`config.mk`:
```
export PLATFORM = sky130hd
export DESIGN_NAME = intel_fpga_apb2axil
export DESIGN_NICKNAME = d
export VERILOG_FILES = /design/src/rtl/intel_fpga_apb2axil.sv
export SDC_FILE = /design/constraint.sdc
export NUM_CORES = 1
export LEC_CHECK = 0
export ABC_AREA = 1
export CORE_MARGIN = 5
export CORE_UTILIZATION = 47
export DETAILED_ROUTE_END_ITERATION = 10
export PLACE_DENSITY = 0.95
export SLEW_MARGIN = 20
export SYNTH_ARGS = -nofsm -noshare
export SYNTH_HDL_FRONTEND = slang
export SYNTH_SLANG_ARGS = --single-unit
```
`constraint.sdc`:
```
create_clock -name s_axi_aclk -period 8.55 [get_ports s_axi_aclk]
set_clock_uncertainty 0.05 [all_clocks]
set_input_delay 0.855 -clock s_axi_aclk [delete_from_list [all_inputs] [get_ports s_axi_aclk]]
set_output_delay 0.855 -clock s_axi_aclk [all_outputs]
set_load 0.05 [all_outputs]
```
`src/rtl/intel_fpga_apb2axil.sv`:
```
// APB4 completer to AXI4-Lite manager bridge: one APB transfer becomes one AXI-Lite
// read or write, with an optional response watchdog that aborts a stalled transaction.
module intel_fpga_apb2axil #(
    parameter int          P_ADDR_WIDTH      = 16,
    parameter int          P_DATA_WIDTH      = 32,
    parameter int          P_WATCHDOG_EN     = 1,
    parameter int          P_WATCHDOG_CYCLES = 1024,
    parameter logic [31:0] P_ERROR_DATA      = 32'h5D0C4610
) (
    input  logic                      s_axi_aclk,
    input  logic                      s_axi_aresetn,
    input  logic [P_ADDR_WIDTH-1:0]   s_apb_paddr,
    input  logic                      s_apb_psel,
    input  logic                      s_apb_penable,
    input  logic                      s_apb_pwrite,
    input  logic [P_DATA_WIDTH-1:0]   s_apb_pwdata,
    input  logic [P_DATA_WIDTH/8-1:0] s_apb_pstrb,
    input  logic [2:0]                s_apb_pprot,
    output logic [P_DATA_WIDTH-1:0]   s_apb_prdata,
    output logic                      s_apb_pready,
    output logic                      s_apb_pslverr,
    output logic [P_ADDR_WIDTH-1:0]   m_axi_awaddr,
    output logic [2:0]                m_axi_awprot,
    output logic                      m_axi_awvalid,
    input  logic                      m_axi_awready,
    output logic [P_DATA_WIDTH-1:0]   m_axi_wdata,
    output logic [P_DATA_WIDTH/8-1:0] m_axi_wstrb,
    output logic                      m_axi_wvalid,
    input  logic                      m_axi_wready,
    input  logic [1:0]                m_axi_bresp,
    input  logic                      m_axi_bvalid,
    output logic                      m_axi_bready,
    output logic [P_ADDR_WIDTH-1:0]   m_axi_araddr,
    output logic [2:0]                m_axi_arprot,
    output logic                      m_axi_arvalid,
    input  logic                      m_axi_arready,
    input  logic [P_DATA_WIDTH-1:0]   m_axi_rdata,
    input  logic [1:0]                m_axi_rresp,
    input  logic                      m_axi_rvalid,
    output logic                      m_axi_rready
);

    localparam int                WD_W    = $clog2(P_WATCHDOG_CYCLES);
    localparam logic [WD_W-1:0]   WD_LAST = WD_W'(P_WATCHDOG_CYCLES - 1);

    typedef enum logic [2:0] {
        S_IDLE    = 3'd0,
        S_WR_REQ  = 3'd1,
        S_WR_RESP = 3'd2,
        S_RD_REQ  = 3'd3,
        S_RD_RESP = 3'd4,
        S_DONE    = 3'd5
    } state_e;

    state_e                    state_q;
    logic [2:0]                rst_sync_q;
    logic [WD_W-1:0]           wdog_q;
    logic [P_ADDR_WIDTH-1:0]   addr_q;
    logic [P_DATA_WIDTH-1:0]   wdata_q;
    logic [P_DATA_WIDTH/8-1:0] wstrb_q;
    logic [2:0]                prot_q;
    logic                      pwrite_q;
    logic                      awvalid_q, wvalid_q, bready_q, arvalid_q, rready_q;
    logic                      pready_q, pslverr_q;
    logic [P_DATA_WIDTH-1:0]   prdata_q;

    logic rst_n_s, start_s, active_s, resp_hit_s, abort_s, aw_ok_s, w_ok_s;

    assign rst_n_s    = rst_sync_q[2];
    assign start_s    = s_apb_psel & s_apb_penable & ~pready_q;
    assign active_s   = (state_q == S_WR_REQ) || (state_q == S_WR_RESP) ||
                        (state_q == S_RD_REQ) || (state_q == S_RD_RESP);
    assign resp_hit_s = ((state_q == S_WR_RESP) & m_axi_bvalid) |
                        ((state_q == S_RD_RESP) & m_axi_rvalid);
    // A response landing on the timeout cycle still wins over the abort.
    assign abort_s    = (P_WATCHDOG_EN != 0) && active_s && (wdog_q == WD_LAST) && !resp_hit_s;
    assign aw_ok_s    = ~awvalid_q | m_axi_awready;
    assign w_ok_s     = ~wvalid_q  | m_axi_wready;

    assign m_axi_awaddr  = addr_q;
    assign m_axi_araddr  = addr_q;
    assign m_axi_awprot  = prot_q;
    assign m_axi_arprot  = prot_q;
    assign m_axi_wdata   = wdata_q;
    assign m_axi_wstrb   = wstrb_q;
    assign m_axi_awvalid = awvalid_q;
    assign m_axi_wvalid  = wvalid_q;
    assign m_axi_bready  = bready_q;
    assign m_axi_arvalid = arvalid_q;
    assign m_axi_rready  = rready_q;
    assign s_apb_prdata  = prdata_q;
    assign s_apb_pready  = pready_q;
    assign s_apb_pslverr = pslverr_q;

    // Reset release synchroniser: assert asynchronously, release on the third edge.
    always_ff @(posedge s_axi_aclk or negedge s_axi_aresetn) begin
        if (!s_axi_aresetn) rst_sync_q <= 3'b000;
        else                rst_sync_q <= {rst_sync_q[1:0], 1'b1};
    end

    // Watchdog: clear in IDLE, hold in DONE, count while a transaction is in flight.
    always_ff @(posedge s_axi_aclk or negedge rst_n_s) begin
        if (!rst_n_s)                              wdog_q <= '0;
        else if (state_q == S_IDLE)                wdog_q <= '0;
        else if (active_s && (P_WATCHDOG_EN != 0)) wdog_q <= wdog_q + WD_W'(1);
        else                                       wdog_q <= wdog_q;
    end

    // Transfer FSM with all handshake and APB outputs registered.
    always_ff @(posedge s_axi_aclk or negedge rst_n_s) begin
        if (!rst_n_s) begin
            state_q   <= S_IDLE;
            addr_q    <= '0;
            wdata_q   <= '0;
            wstrb_q   <= '0;
            prot_q    <= 3'b000;
            pwrite_q  <= 1'b0;
            awvalid_q <= 1'b0;
            wvalid_q  <= 1'b0;
            bready_q  <= 1'b0;
            arvalid_q <= 1'b0;
            rready_q  <= 1'b0;
            pready_q  <= 1'b0;
            pslverr_q <= 1'b0;
            prdata_q  <= '0;
        end else if (abort_s) begin
            awvalid_q <= 1'b0;
            wvalid_q  <= 1'b0;
            bready_q  <= 1'b0;
            arvalid_q <= 1'b0;
            rready_q  <= 1'b0;
            pready_q  <= 1'b1;
            pslverr_q <= 1'b1;
            prdata_q  <= pwrite_q ? '0 : P_ERROR_DATA;
            state_q   <= S_DONE;
        end else begin
            case (state_q)
                S_IDLE: begin
                    // Readies stay high here so a late response after an abort is drained.
                    bready_q <= 1'b1;
                    rready_q <= 1'b1;
                    if (start_s) begin
                        addr_q   <= s_apb_paddr;
                        wdata_q  <= s_apb_pwdata;
                        wstrb_q  <= s_apb_pstrb;
                        prot_q   <= s_apb_pprot;
                        pwrite_q <= s_apb_pwrite;
                        bready_q <= 1'b0;
                        rready_q <= 1'b0;
                        if (s_apb_pwrite) begin
                            awvalid_q <= 1'b1;
                            wvalid_q  <= 1'b1;
                            state_q   <= S_WR_REQ;
                        end else begin
                            arvalid_q <= 1'b1;
                            state_q   <= S_RD_REQ;
                        end
                    end
                end
                S_WR_REQ: begin
                    if (m_axi_awready) awvalid_q <= 1'b0;
                    if (m_axi_wready)  wvalid_q  <= 1'b0;
                    if (aw_ok_s && w_ok_s) begin
                        bready_q <= 1'b1;
                        state_q  <= S_WR_RESP;
                    end
                end
                S_WR_RESP: begin
                    if (m_axi_bvalid) begin
                        bready_q  <= 1'b0;
                        pready_q  <= 1'b1;
                        pslverr_q <= (m_axi_bresp != 2'b00);
                        prdata_q  <= '0;
                        state_q   <= S_DONE;
                    end
                end
                S_RD_REQ: begin
                    if (m_axi_arready) begin
                        arvalid_q <= 1'b0;
                        rready_q  <= 1'b1;
                        state_q   <= S_RD_RESP;
                    end
                end
                S_RD_RESP: begin
                    if (m_axi_rvalid) begin
                        rready_q  <= 1'b0;
                        pready_q  <= 1'b1;
                        pslverr_q <= (m_axi_rresp != 2'b00);
                        prdata_q  <= m_axi_rdata;
                        state_q   <= S_DONE;
                    end
                end
                S_DONE: begin
                    pready_q  <= 1'b0;
                    pslverr_q <= 1'b0;
                    prdata_q  <= '0;
                    bready_q  <= 1'b1;
                    rready_q  <= 1'b1;
                    state_q   <= S_IDLE;
                end
                default: begin
                    awvalid_q <= 1'b0;
                    wvalid_q  <= 1'b0;
                    arvalid_q <= 1'b0;
                    pready_q  <= 1'b0;
                    state_q   <= S_IDLE;
                end
            endcase
        end
    end

endmodule

```
==> impl_metrics.yaml <==
detailed_routing:
  first_pass_iters: 6
  ant_nets: 0
  drt_iter0_markers: 673
  dr_wl_met2_um: 7650
  drc: 0
  wl_met3_um: 1300
  vias: 5162
  top_layer: "met4"
  m1WireLength_um: 5890
  drt_wl_total_um: 15200
  wl_per_cell_um: 15.1
  avgViaCountPerCell: 5.11
run:
  max_cap_violations: 0
critical_path:
  worstPathCellList: "clkdlybuf4s50_1, inv_1, nand3_1, nand3_2, nand2_4, nand3_4, nand2_2, nand2_1, nand2_1"
  crit_path_top_delay_cell: "nand2_2"
  cp.arrival_ps: 3610
  critPathMaxFanout: 34
  criticalPathCategory: "input port to register"
  crit_path_max_incr_delay_ps: 590
  cpMostUsedCell: "nand2_1"
  end_kind: "register"
  critPathLaunchType: "input port"
  worstPathRequired_ps: 8780
finish:
  antenna_cells: 0
  syn_to_final_growth_pct: 43.0
  final_util_pct: 67.7
  multiInputGateArea_sq_mm: 0.00208
  layout-drive-gt1-share_pct: 4.50
  regArea_sq_mm: 0.00278
  final_cells: 1010
  num-nets-final: 964
  fin_area_sq_mm: 0.00763
  fill_cells: 864
  layout_common_cells: "nand2_1, clkdlybuf4s50_1, dfrtp_1"
  layout.cells.most_common: "nand2_1"
placement:
  io_buffers: 213
  place_congestion: 0.904
  placed_area_sq_mm: 0.00733
  dp_hpwl_um: 11200
  dp_cells: 994
grt:
  grt_pass1_vias: 4903
  grt_overflow_total: 0
  grt_max_degree: 61
  grt_pass1_wl_um: 24000
  track_usage_pct: 22.2
  antenna_found_initial: 0
timing:
  fmax_ghz: 0.296
  tightest_slew_ps: 886
  setup_viol: 0
  drv_slew: 0
  relSlewSlack_pct: 40.8
  fin_setup_tns_ps: 0
  period_minus_slack_ps: 3380
  rsz0062_at_grt: "no"
  hold_violations: 0
  fin_crit_sh_pct: 39.5
floorplan:
  core_sq_mm: 0.0113
  row_count: 39
  die_h_um: 117
  die_x_um: 117
  pin_count: 214
  start_util_pct: 47.3
  dieArea_sq_mm: 0.0136
synth:
  netlist_area_sq_mm: 0.00534
  syn_avg_cell_area_sq_um: 7.78
  ys_seq_area_share_pct: 52.1
  synth.distinct_cells: 28
  ys_ff_latch: 111
  yosysWarnings: 0
  synthesis.nets: 788
  netlist_instances: 686
clock_tree:
  htreeDepth: 3
  clock-sinks: 111
  worstSkewPairLatency_ps: 340
  clock_path_buffers: 2
  numCtsBuffers: 9
  post_cts_resize_count: 0
  cts_tree: "built"
  path_clk_slew_ps: 70
  holdBufCountCts: 0
  postCtsSetupRepairBufs: 0
  root_buffer: "clkbuf_16"
outcome:
  outcome: "complete, no violations"
power:
  total_power_mw: 3.28
  power.density_mw_per_mm2: 430
  ir_drop_mv: 0.367
  leakagePower_nw: 3.82
min_path:
  hold_class: "register to async pin"
cells by family (layout without fill, tap and decap cells):
kind of cell,count (synthesis),in the layout,synth area share [%]
buffers and inverters,88,269,9.08
and+or+nand+nor,444,444,34.5
DFF,111,111,52.1
AOI/OAI and AO/OA,41,41,4.01
adders and majority gates,1,1,0.234
other,1,1,0.0703
cell type report:
cell class	count	share of cell area [%]
sequential	111	36.5
timing repair buffer	215	28.1
multi-input combinational	487	27.2
clock buffer	11	3.18
tap	143	2.35
inverter	38	1.89
clock inverter	5	0.754
cells in the mapped netlist:
library cell	instances	area share [%]
nand2_1	335	24
conb_1	1	0.070
inv_1	32	2.3
o211ai_1	1	0.14
nand4_1	5	0.59
a21oi_1	28	2.6
nor2_4	3	0.63
clkinv_2	1	0.094
o21ai_2	1	0.16
nand3_2	3	0.56
dfrtp_1	111	52
nor2_1	29	2.0
nand3_1	54	5.1
o21a_1	1	0.14
nand3b_1	1	0.14
buf_4	24	3.4
nand2_4	2	0.42
ha_1	1	0.23
buf_6	5	1.1
nor3b_1	1	0.14
nor3_1	5	0.47
clkbuf_1	1	0.070
nand3_4	1	0.33
nand2_2	2	0.23
buf_2	20	1.9
nor2_2	3	0.35
o21ai_0	10	0.94
inv_2	5	0.35
registers in the layout, indices dropped and copies added, names as in the netlist:
| signal | flops |
|---|---|
| rst_sync_q | 3 |
| s_apb_prdata | 32 |
| m_axi_rready | 1 |
| m_axi_wvalid | 1 |
| m_axi_wstrb | 4 |
| s_apb_pready | 1 |
| m_axi_arprot | 3 |
| m_axi_wdata | 32 |
| wdog_q | 10 |
| m_axi_bready | 1 |
| m_axi_arvalid | 1 |
| m_axi_awvalid | 1 |
| pwrite_q | 1 |
| m_axi_araddr | 16 |
| s_apb_pslverr | 1 |
| state_q | 3 |
metrics by stage:
stage | worst slack (ps) | hold slack [ps]
finish | 5170 | 296
global route | 4820 | 325
detailed placement | 4860 | 286
global placement | 5000 | 286
CTS | 5230 | 303
floorplan | 5210 | 281
metal layers:
layer	GRT usage [%]	up-vias
met5	0	-
met4	8.03	0
met3	4.30	40
met2	38.7	225
met1	27.5	2428
li1	-	2469
report_power, final:
part / internal, mW / switching (mW)
logic: 0.595 / 1.37
registers: 0.740 / 0.156
clock network: 0.235 / 0.185
critical path, delay by kind of cell:
kind	cells	cell delay (ps)
simple gates	7	2210
buf+inv	2	520
worst paths after layout:
check / start / to / slack, ps / cells after the start
min: rst_sync_q[2] / m_axi_wdata[5] / 300 / 0
min reg2reg: rst_sync_q[2] / m_axi_wdata[5] / 300 / 0
max in group asynchronous: rst_sync_q[2] / m_axi_araddr[13] / 6970 / 1
min in group s_axi_aclk: rst_sync_q[1] / rst_sync_q[2] / 300 / 0
max reg2reg: state_q[2] / s_apb_prdata[0] / 5580 / 8
max: m_axi_rvalid / s_apb_prdata[0] / 5170 / 9
Note: power is estimated with default switching activity, not from simulation.
